<file path="config.mk">
export PLATFORM = sky130hd
export DESIGN_NAME = gate_out_monitor
export DESIGN_NICKNAME = d
export VERILOG_FILES = /design/src/rtl/gate_mon_pkg.sv /design/src/rtl/sync_2ff.sv /design/src/rtl/gate_out_monitor.sv
export SDC_FILE = /design/constraint.sdc
export NUM_CORES = 1
export LEC_CHECK = 0
export CORE_MARGIN = 4
export CORE_UTILIZATION = 30
export CTS_CLUSTER_DIAMETER = 200
export DETAILED_ROUTE_END_ITERATION = 10
export PLACE_DENSITY = 0.56
export SETUP_SLACK_MARGIN = 0.05
export SYNTH_ARGS = -nofsm -noshare
export SYNTH_HDL_FRONTEND = slang
export SYNTH_SLANG_ARGS = --single-unit
</file>
<file path="constraint.sdc">
create_clock -name clk -period 2.7 [get_ports clk]
set_clock_uncertainty 0.1 [all_clocks]
set_input_delay 0.27 -clock clk [delete_from_list [all_inputs] [get_ports clk]]
set_output_delay 0.27 -clock clk [all_outputs]
set_load 0.05 [all_outputs]
</file>
<file path="src/rtl/gate_mon_pkg.sv">
// Shared types and default constants for the gate output monitor.
package gate_mon_pkg;

  localparam int STABLE_CYC_DEF = 4;
  localparam int CNT_W_DEF      = 8;
  // Wide enough for the largest legal STABLE_CYC (255).
  localparam int QUAL_W         = 8;

  typedef enum logic [1:0] {
    STABLE_LO = 2'd0,
    QUAL_HI   = 2'd1,
    STABLE_HI = 2'd2,
    QUAL_LO   = 2'd3
  } monState_t;

endpackage

</file>
<file path="src/rtl/sync_2ff.sv">
// Two-flop synchronizer for one asynchronous bit, reset to 0.
module sync_2ff (
  input  logic clk,
  input  logic rst_n,
  input  logic d,
  output logic q
);

  logic meta;

  always_ff @(posedge clk or negedge rst_n) begin
    if (!rst_n) begin
      meta <= 1'b0;
      q    <= 1'b0;
    end else begin
      meta <= d;
      q    <= meta;
    end
  end

endmodule

</file>
<file path="src/rtl/gate_out_monitor.sv">
// Debounces a glitchy gate output, counts accepted edges and rejected pulses,
// and offers one buffered edge event. Define GATE_MON_GLITCH_CNT_EN for glitch_cnt.
module gate_out_monitor
  import gate_mon_pkg::*;
#(
  parameter int STABLE_CYC = STABLE_CYC_DEF,
  parameter int CNT_W      = CNT_W_DEF
) (
  input  logic             clk,
  input  logic             rst_n,
  input  logic             y_in,
  input  logic             clr,
  output logic             y_filt,
  output logic [CNT_W-1:0] rise_cnt,
  output logic [CNT_W-1:0] fall_cnt,
  output logic [CNT_W-1:0] glitch_cnt,
  output logic             evt_valid,
  output logic             evt_edge,
  input  logic             evt_ready,
  output logic             evt_ovf
);

  localparam logic [QUAL_W-1:0] QUAL_DONE = QUAL_W'(STABLE_CYC);
  localparam logic [QUAL_W-1:0] QUAL_ONE  = QUAL_W'(1);

  monState_t         state, stateNext;
  logic [QUAL_W-1:0] qualCnt, qualNext, qualInc;
  logic              s;
  logic              accept, glitch, riseEvt, fallEvt;
  logic              handshake, drop;

  function automatic logic [CNT_W-1:0] satInc(input logic [CNT_W-1:0] c, input logic en);
    return (en && (c != '1)) ? c + CNT_W'(1) : c;
  endfunction

  sync_2ff uSync (
    .clk  (clk),
    .rst_n(rst_n),
    .d    (y_in),
    .q    (s)
  );

  assign qualInc = qualCnt + QUAL_ONE;

  // A level is accepted once the run of s at the new level reaches QUAL_DONE;
  // the entry cycle already counts as 1, so QUAL_DONE==1 skips QUAL_x entirely.
  always_comb begin
    stateNext = state;
    qualNext  = qualCnt;
    accept    = 1'b0;
    glitch    = 1'b0;
    case (state)
      STABLE_LO: begin
        if (s) begin
          if (QUAL_DONE == QUAL_ONE) begin
            stateNext = STABLE_HI;
            qualNext  = '0;
            accept    = 1'b1;
          end else begin
            stateNext = QUAL_HI;
            qualNext  = QUAL_ONE;
          end
        end
      end
      STABLE_HI: begin
        if (!s) begin
          if (QUAL_DONE == QUAL_ONE) begin
            stateNext = STABLE_LO;
            qualNext  = '0;
            accept    = 1'b1;
          end else begin
            stateNext = QUAL_LO;
            qualNext  = QUAL_ONE;
          end
        end
      end
      QUAL_HI: begin
        if (s) begin
          if (qualInc == QUAL_DONE) begin
            stateNext = STABLE_HI;
            qualNext  = '0;
            accept    = 1'b1;
          end else begin
            qualNext  = qualInc;
          end
        end else begin
          stateNext = STABLE_LO;
          qualNext  = '0;
          glitch    = 1'b1;
        end
      end
      QUAL_LO: begin
        if (!s) begin
          if (qualInc == QUAL_DONE) begin
            stateNext = STABLE_LO;
            qualNext  = '0;
            accept    = 1'b1;
          end else begin
            qualNext  = qualInc;
          end
        end else begin
          stateNext = STABLE_HI;
          qualNext  = '0;
          glitch    = 1'b1;
        end
      end
      default: begin
        stateNext = STABLE_LO;
        qualNext  = '0;
      end
    endcase
  end

  assign riseEvt = accept & (stateNext == STABLE_HI);
  assign fallEvt = accept & (stateNext == STABLE_LO);

  always_ff @(posedge clk or negedge rst_n) begin
    if (!rst_n) begin
      state   <= STABLE_LO;
      qualCnt <= '0;
      y_filt  <= 1'b0;
    end else begin
      state   <= stateNext;
      qualCnt <= qualNext;
      y_filt  <= y_filt ^ accept;
    end
  end

  // Single-entry event buffer: a consumer taking the old event on the same
  // edge frees the slot, so only an unconsumed buffer causes a drop.
  assign handshake = evt_valid & evt_ready;
  assign drop      = accept & evt_valid & ~evt_ready;

  always_ff @(posedge clk or negedge rst_n) begin
    if (!rst_n) begin
      evt_valid <= 1'b0;
      evt_edge  <= 1'b0;
    end else if (accept && !drop) begin
      evt_valid <= 1'b1;
      evt_edge  <= riseEvt;
    end else if (handshake) begin
      evt_valid <= 1'b0;
    end
  end

  always_ff @(posedge clk or negedge rst_n) begin
    if (!rst_n) begin
      rise_cnt <= '0;
      fall_cnt <= '0;
      evt_ovf  <= 1'b0;
    end else if (clr) begin
      rise_cnt <= '0;
      fall_cnt <= '0;
      evt_ovf  <= 1'b0;
    end else begin
      rise_cnt <= satInc(rise_cnt, riseEvt);
      fall_cnt <= satInc(fall_cnt, fallEvt);
      if (drop) evt_ovf <= 1'b1;
    end
  end

`ifdef GATE_MON_GLITCH_CNT_EN
  always_ff @(posedge clk or negedge rst_n) begin
    if (!rst_n) begin
      glitch_cnt <= '0;
    end else if (clr) begin
      glitch_cnt <= '0;
    end else begin
      glitch_cnt <= satInc(glitch_cnt, glitch);
    end
  end
`else
  logic unusedGlitch;
  assign unusedGlitch = glitch;
  assign glitch_cnt   = '0;
`endif

endmodule

</file>
==> impl_summary.md <==
Run status
The flow ran to the end, and the final reports show no timing, DRC or antenna violations.

Power and ir drop
The clock share of power is between 30% and 40%. The power share of the combinational group is about a fifth. The worst ir drop on vdd is between 0.0002 and 0.0003 V. The overall power after layout is 0.001242 W.

The total power per unit cell area is 579.5 nW/um2. The switching power total is between 0.0003 and 0.0004 W. The internal portion of total power is around 0.00087 W.

In this run the static leakage power is about 0.93 nW. Net switching is 29.71% of the power. The share of total power dissipated in sequential elements is between 40% and 50%.

Floorplanning
The horizontal die dimension is approximately 84 um. The floorplan step defined a die boundary enclosing between 7000 and 8000 um2. The die is 83.87 um tall. The initial cell density of the core is 31.17%. The initialized floorplan defines 27 standard-cell rows. The top-level I/O count is 33. The region available for standard cell placement spans 5540 um2.

STA
The slew at the pin closest to its max-slew limit is 0.5485 ns. Subtracting the final worst setup slack from the clock period gives 2.463 ns. The final-report setup violation count is 0. Setup repair after global routing left no endpoint under its margin.

The final-layout setup total negative slack is 0 ns. The max-slew violation total from the final report was 0. The number of failing hold endpoints at the final stage came to 0. In this run the tightest slew margin relative to its limit is between 60% and 70%. The post-route fraction of the period consumed by the critical path is 91.22%. The achievable clock frequency is around 400 MHz.

Route
Dividing the detail-routed wire length by the instance count gives between 10 and 15 um. The post-route antenna net violation count is 0. The total wirelength of the detailed-routed design is around 3500 um.

The first routing iteration left 82 violations. The final route contains around 1,300 vias. Before antenna repair, the detailed router went through 4 iterations. The count of unresolved DRC violations after routing is 0. Dividing the detail-routed via count by the number of cells gives just under 5.

GRT
The via count of the first global-routing pass is ~1,300. The first-pass GRT wire length is approximately 6000 um. The number of antenna violations at the first check in global routing came to 0. Entering global routing, the biggest net connects 33 pins. The aggregate global-route resource usage is a little over a tenth. The global route total overflow is 0.

Setup path
The critical path launch point type is a flip-flop. The number of buffers and inverters on the critical path is 1. The cell with the largest stage delay on the worst path is sky130_fd_sc_hd__dfrtp_1.

The largest fanout of any net on the critical path is 8. The critical path class is reg2reg. In this design, the stage delay of the slowest critical-path cell is 0.43 ns. The type of element capturing the critical path is a flip-flop. The data required time at the worst endpoint is 2.80 ns. The signal on the critical path passes through and4_4 -> a211o_1 -> a211oi_4 -> nand4_2 -> buf_4 -> or3_1 -> a21oi_1. The family of cells with the greatest summed delay on the critical path is compound AO/OA/AOI/OAI gates. The data arrival time of the worst path is between 2 and 3 ns.

Clocking
The clock latency reported for the late side of the worst-skew pair is approximately 0.28 ns. The number of hold buffers added after CTS was 0. The maximum level of the CTS H-tree is 2. The root buffer selected by CTS is sky130_fd_sc_hd__clkbuf_8. The tree built by TritonCTS fans out to 32 sinks. The clock buffer count from CTS is 5.

Counting along the longest clock path gives a buffer depth of 2. After clock tree synthesis, the clock-pin slew on the worst setup and hold paths is 0.07 ns. The TritonCTS clock tree is yes.

Layout
The post-synthesis to final-layout area growth is 24.13%. The repair_antennas step left the layout with diodes totalling 0. The share of the core filled with cells in the final layout is between 30% and 40%. The share of layout cells above drive strength 1 is about 11%. The number of cells in the finished layout apart from fillers is 276. The final net count is 212.

Logic synthesis
Counting flops with a built-in enable in the synthesized netlist gives 0. The proportion of register bits with asynchronous set or reset after synthesis is between 90% and 100%. The prevailing post-synth register cell is sky130_fd_sc_hd__dfrtp_1. The number of warnings reported in the yosys synthesis log is 0. A synthesized cell averages 9.923 um2. The mapped netlist covers approximately 1700 um2. Counting flops and latches in the post-synthesis netlist gives 32. After technology mapping, the gate count stands at 174. The sequential area share after synthesis is between 40% and 50%. The unique cell type count in the Yosys netlist is 42.

Run
Max-cap violations in this run came to 0.

Hold path
The min-delay analysis places its worst path in the category reg2reg.

Place
Including well taps, the total number of placed cells is 266. The count of input and output buffers is 24. Routability-driven placement finished with a final weighted congestion of roughly 0.81. The final HPWL from detailed placement is roughly 2500 um.
[sequential cells by signal, indices dropped and copies added, names as in the netlist]
| register | flops |
|---|---|
| evt_ovf | 1 |
| uSync.q | 1 |
| y_filt | 1 |
| evt_valid | 1 |
| qualCnt | 8 |
| state | 2 |
| rise_cnt | 8 |
| uSync.meta | 1 |
| evt_edge | 1 |
| fall_cnt | 8 |
[worst paths after layout]
kind | startpoint | endpoint | slack (ns) | cells past startpoint
setup / recovery | qualCnt[0]$_DFFE_PN0P_ | rise_cnt[2]$_DFFE_PN0P_ | 0.24 | 7
hold / removal | uSync.meta$_DFF_PN0_ | uSync.q$_DFF_PN0_ | 0.25 | 0
setup reg to reg | qualCnt[0]$_DFFE_PN0P_ | rise_cnt[2]$_DFFE_PN0P_ | 0.24 | 7
hold reg to reg | uSync.meta$_DFF_PN0_ | uSync.q$_DFF_PN0_ | 0.25 | 0
max in group asynchronous | rst_n | rise_cnt[3]$_DFFE_PN0P_ | 1.91 | 2
min in group asynchronous | rst_n | qualCnt[6]$_DFFE_PN0P_ | 0.30 | 2
[metrics by stage]
step | area, um2 | hold WS [ns] | worst slack [ns]
after floorplan | 1753 | -0.1256 | 0.3933
after global placement | 2019 | 0.2337 | 0.2987
after detailed placement | 2019 | 0.2370 | 0.2153
after CTS | 2127 | 0.2532 | 0.1989
after global routing | 2143 | 0.2580 | 0.09993
final | 2143 | 0.2510 | 0.2369
[what timing repair did]
item                                    4_1_cts  5_1_grt
endpoints found under the setup margin        0        6
buffers inserted                              0        2
resized for setup                             0        1
[layout by cell type (no fill, tap or decap), types with 3 or more instances in the layout]
master                            synthesis  final
sky130_fd_sc_hd__nand2b_1                 4      4
sky130_fd_sc_hd__or4_1                    3      3
sky130_fd_sc_hd__dfrtp_1                 32     32
sky130_fd_sc_hd__nand2_1                  9      9
sky130_fd_sc_hd__nand3_1                 11     11
sky130_fd_sc_hd__nor2_1                  10     10
sky130_fd_sc_hd__xor2_1                   7      7
sky130_fd_sc_hd__o21ai_0                 11     11
sky130_fd_sc_hd__a21oi_1                  9      9
sky130_fd_sc_hd__and3_1                   5      5
sky130_fd_sc_hd__clkbuf_8                 0      5
sky130_fd_sc_hd__xnor2_1                  3      3
sky130_fd_sc_hd__clkdlybuf4s50_1          0     24
sky130_fd_sc_hd__or3_1                    6      6
sky130_fd_sc_hd__nor2b_1                  3      3
sky130_fd_sc_hd__nand4_1                  5      5
sky130_fd_sc_hd__o31ai_1                  4      4
sky130_fd_sc_hd__buf_4                    8      6
sky130_fd_sc_hd__mux2_2                   3      3
sky130_fd_sc_hd__inv_1                    4      4
sky130_fd_sc_hd__conb_1                   1      8
sky130_fd_sc_hd__ha_1                     4      4
[per-layer routing]
layer | share of wire [%] | vias up | global-route usage [%]
met2 | 43 | 34 | 15.26
met3 | 6.0 | 6 | 3.949
met5 | 0 | - | 0
met1 | 50 | 621 | 14.91
met4 | 1.4 | 0 | 3.655
li1 | - | 673 | -
[power by group through the flow]
| stage | logic (W) | clock network (W) | registers (W) |
|---|---|---|---|
| 6_report | 0.000232 | 0.000446 | 0.000564 |
| 5_1_grt | 0.000257 | 0.000484 | 0.000570 |
| 4_1_cts | 0.000234 | 0.000461 | 0.000563 |
| 3_5_place_dp | 0.000232 | 0 | 0.000574 |
| 3_3_place_gp | 0.000235 | 0 | 0.000572 |
| 2_1_floorplan | 0.000164 | 0 | 0.000582 |
[area by class of cell]
cell class / count / area [um2]
clock buffer: 6 / 72.57
clock inverter: 2 / 35.03
fill: 570 / 3397
inverter: 4 / 15.01
multi-input combinational: 130 / 844.6
sequential: 32 / 800.8
tap: 72 / 90.09
timing repair buffer: 30 / 285.3
[cells by family after synthesis]
family                   share of synthesized area, %
adder cells (fa/ha/maj)                         2.899
flip-flops                                      46.38
AO/OA/AOI/OAI                                   14.13
multiplexers                                    3.116
other                                          0.2172
XOR/XNOR                                        5.073
AND/OR/NAND/NOR                                 21.88
buffers and inverters                           6.304
[worst register-to-register path: stages (launching register included)]
cell and delay [ns]:
sky130_fd_sc_hd__dfrtp_1 0.43, sky130_fd_sc_hd__and4_4 0.22, sky130_fd_sc_hd__a211o_1 0.33, sky130_fd_sc_hd__a211oi_4 0.35, sky130_fd_sc_hd__nand4_2 0.25, sky130_fd_sc_hd__buf_4 0.24, sky130_fd_sc_hd__or3_1 0.32, sky130_fd_sc_hd__a21oi_1 0.16
[synth_stat cells, types with 4 or more instances]
| cell | count | area share [%] |
|---|---|---|
| sky130_fd_sc_hd__nand4_1 | 5 | 1.8 |
| sky130_fd_sc_hd__nand3_1 | 11 | 3.2 |
| sky130_fd_sc_hd__inv_1 | 4 | 0.87 |
| sky130_fd_sc_hd__o21ai_0 | 11 | 3.2 |
| sky130_fd_sc_hd__buf_4 | 8 | 3.5 |
| sky130_fd_sc_hd__o31ai_1 | 4 | 1.7 |
| sky130_fd_sc_hd__ha_1 | 4 | 2.9 |
| sky130_fd_sc_hd__dfrtp_1 | 32 | 46 |
| sky130_fd_sc_hd__xor2_1 | 7 | 3.6 |
| sky130_fd_sc_hd__nand2_1 | 9 | 2.0 |
| sky130_fd_sc_hd__clkbuf_1 | 5 | 1.1 |
| sky130_fd_sc_hd__and3_1 | 5 | 1.8 |
| sky130_fd_sc_hd__nand2b_1 | 4 | 1.4 |
| sky130_fd_sc_hd__a21oi_1 | 9 | 2.6 |
| sky130_fd_sc_hd__nor2_1 | 10 | 2.2 |
| sky130_fd_sc_hd__or3_1 | 6 | 2.2 |
No activity file was read; power rests on OpenSTA's default activity.
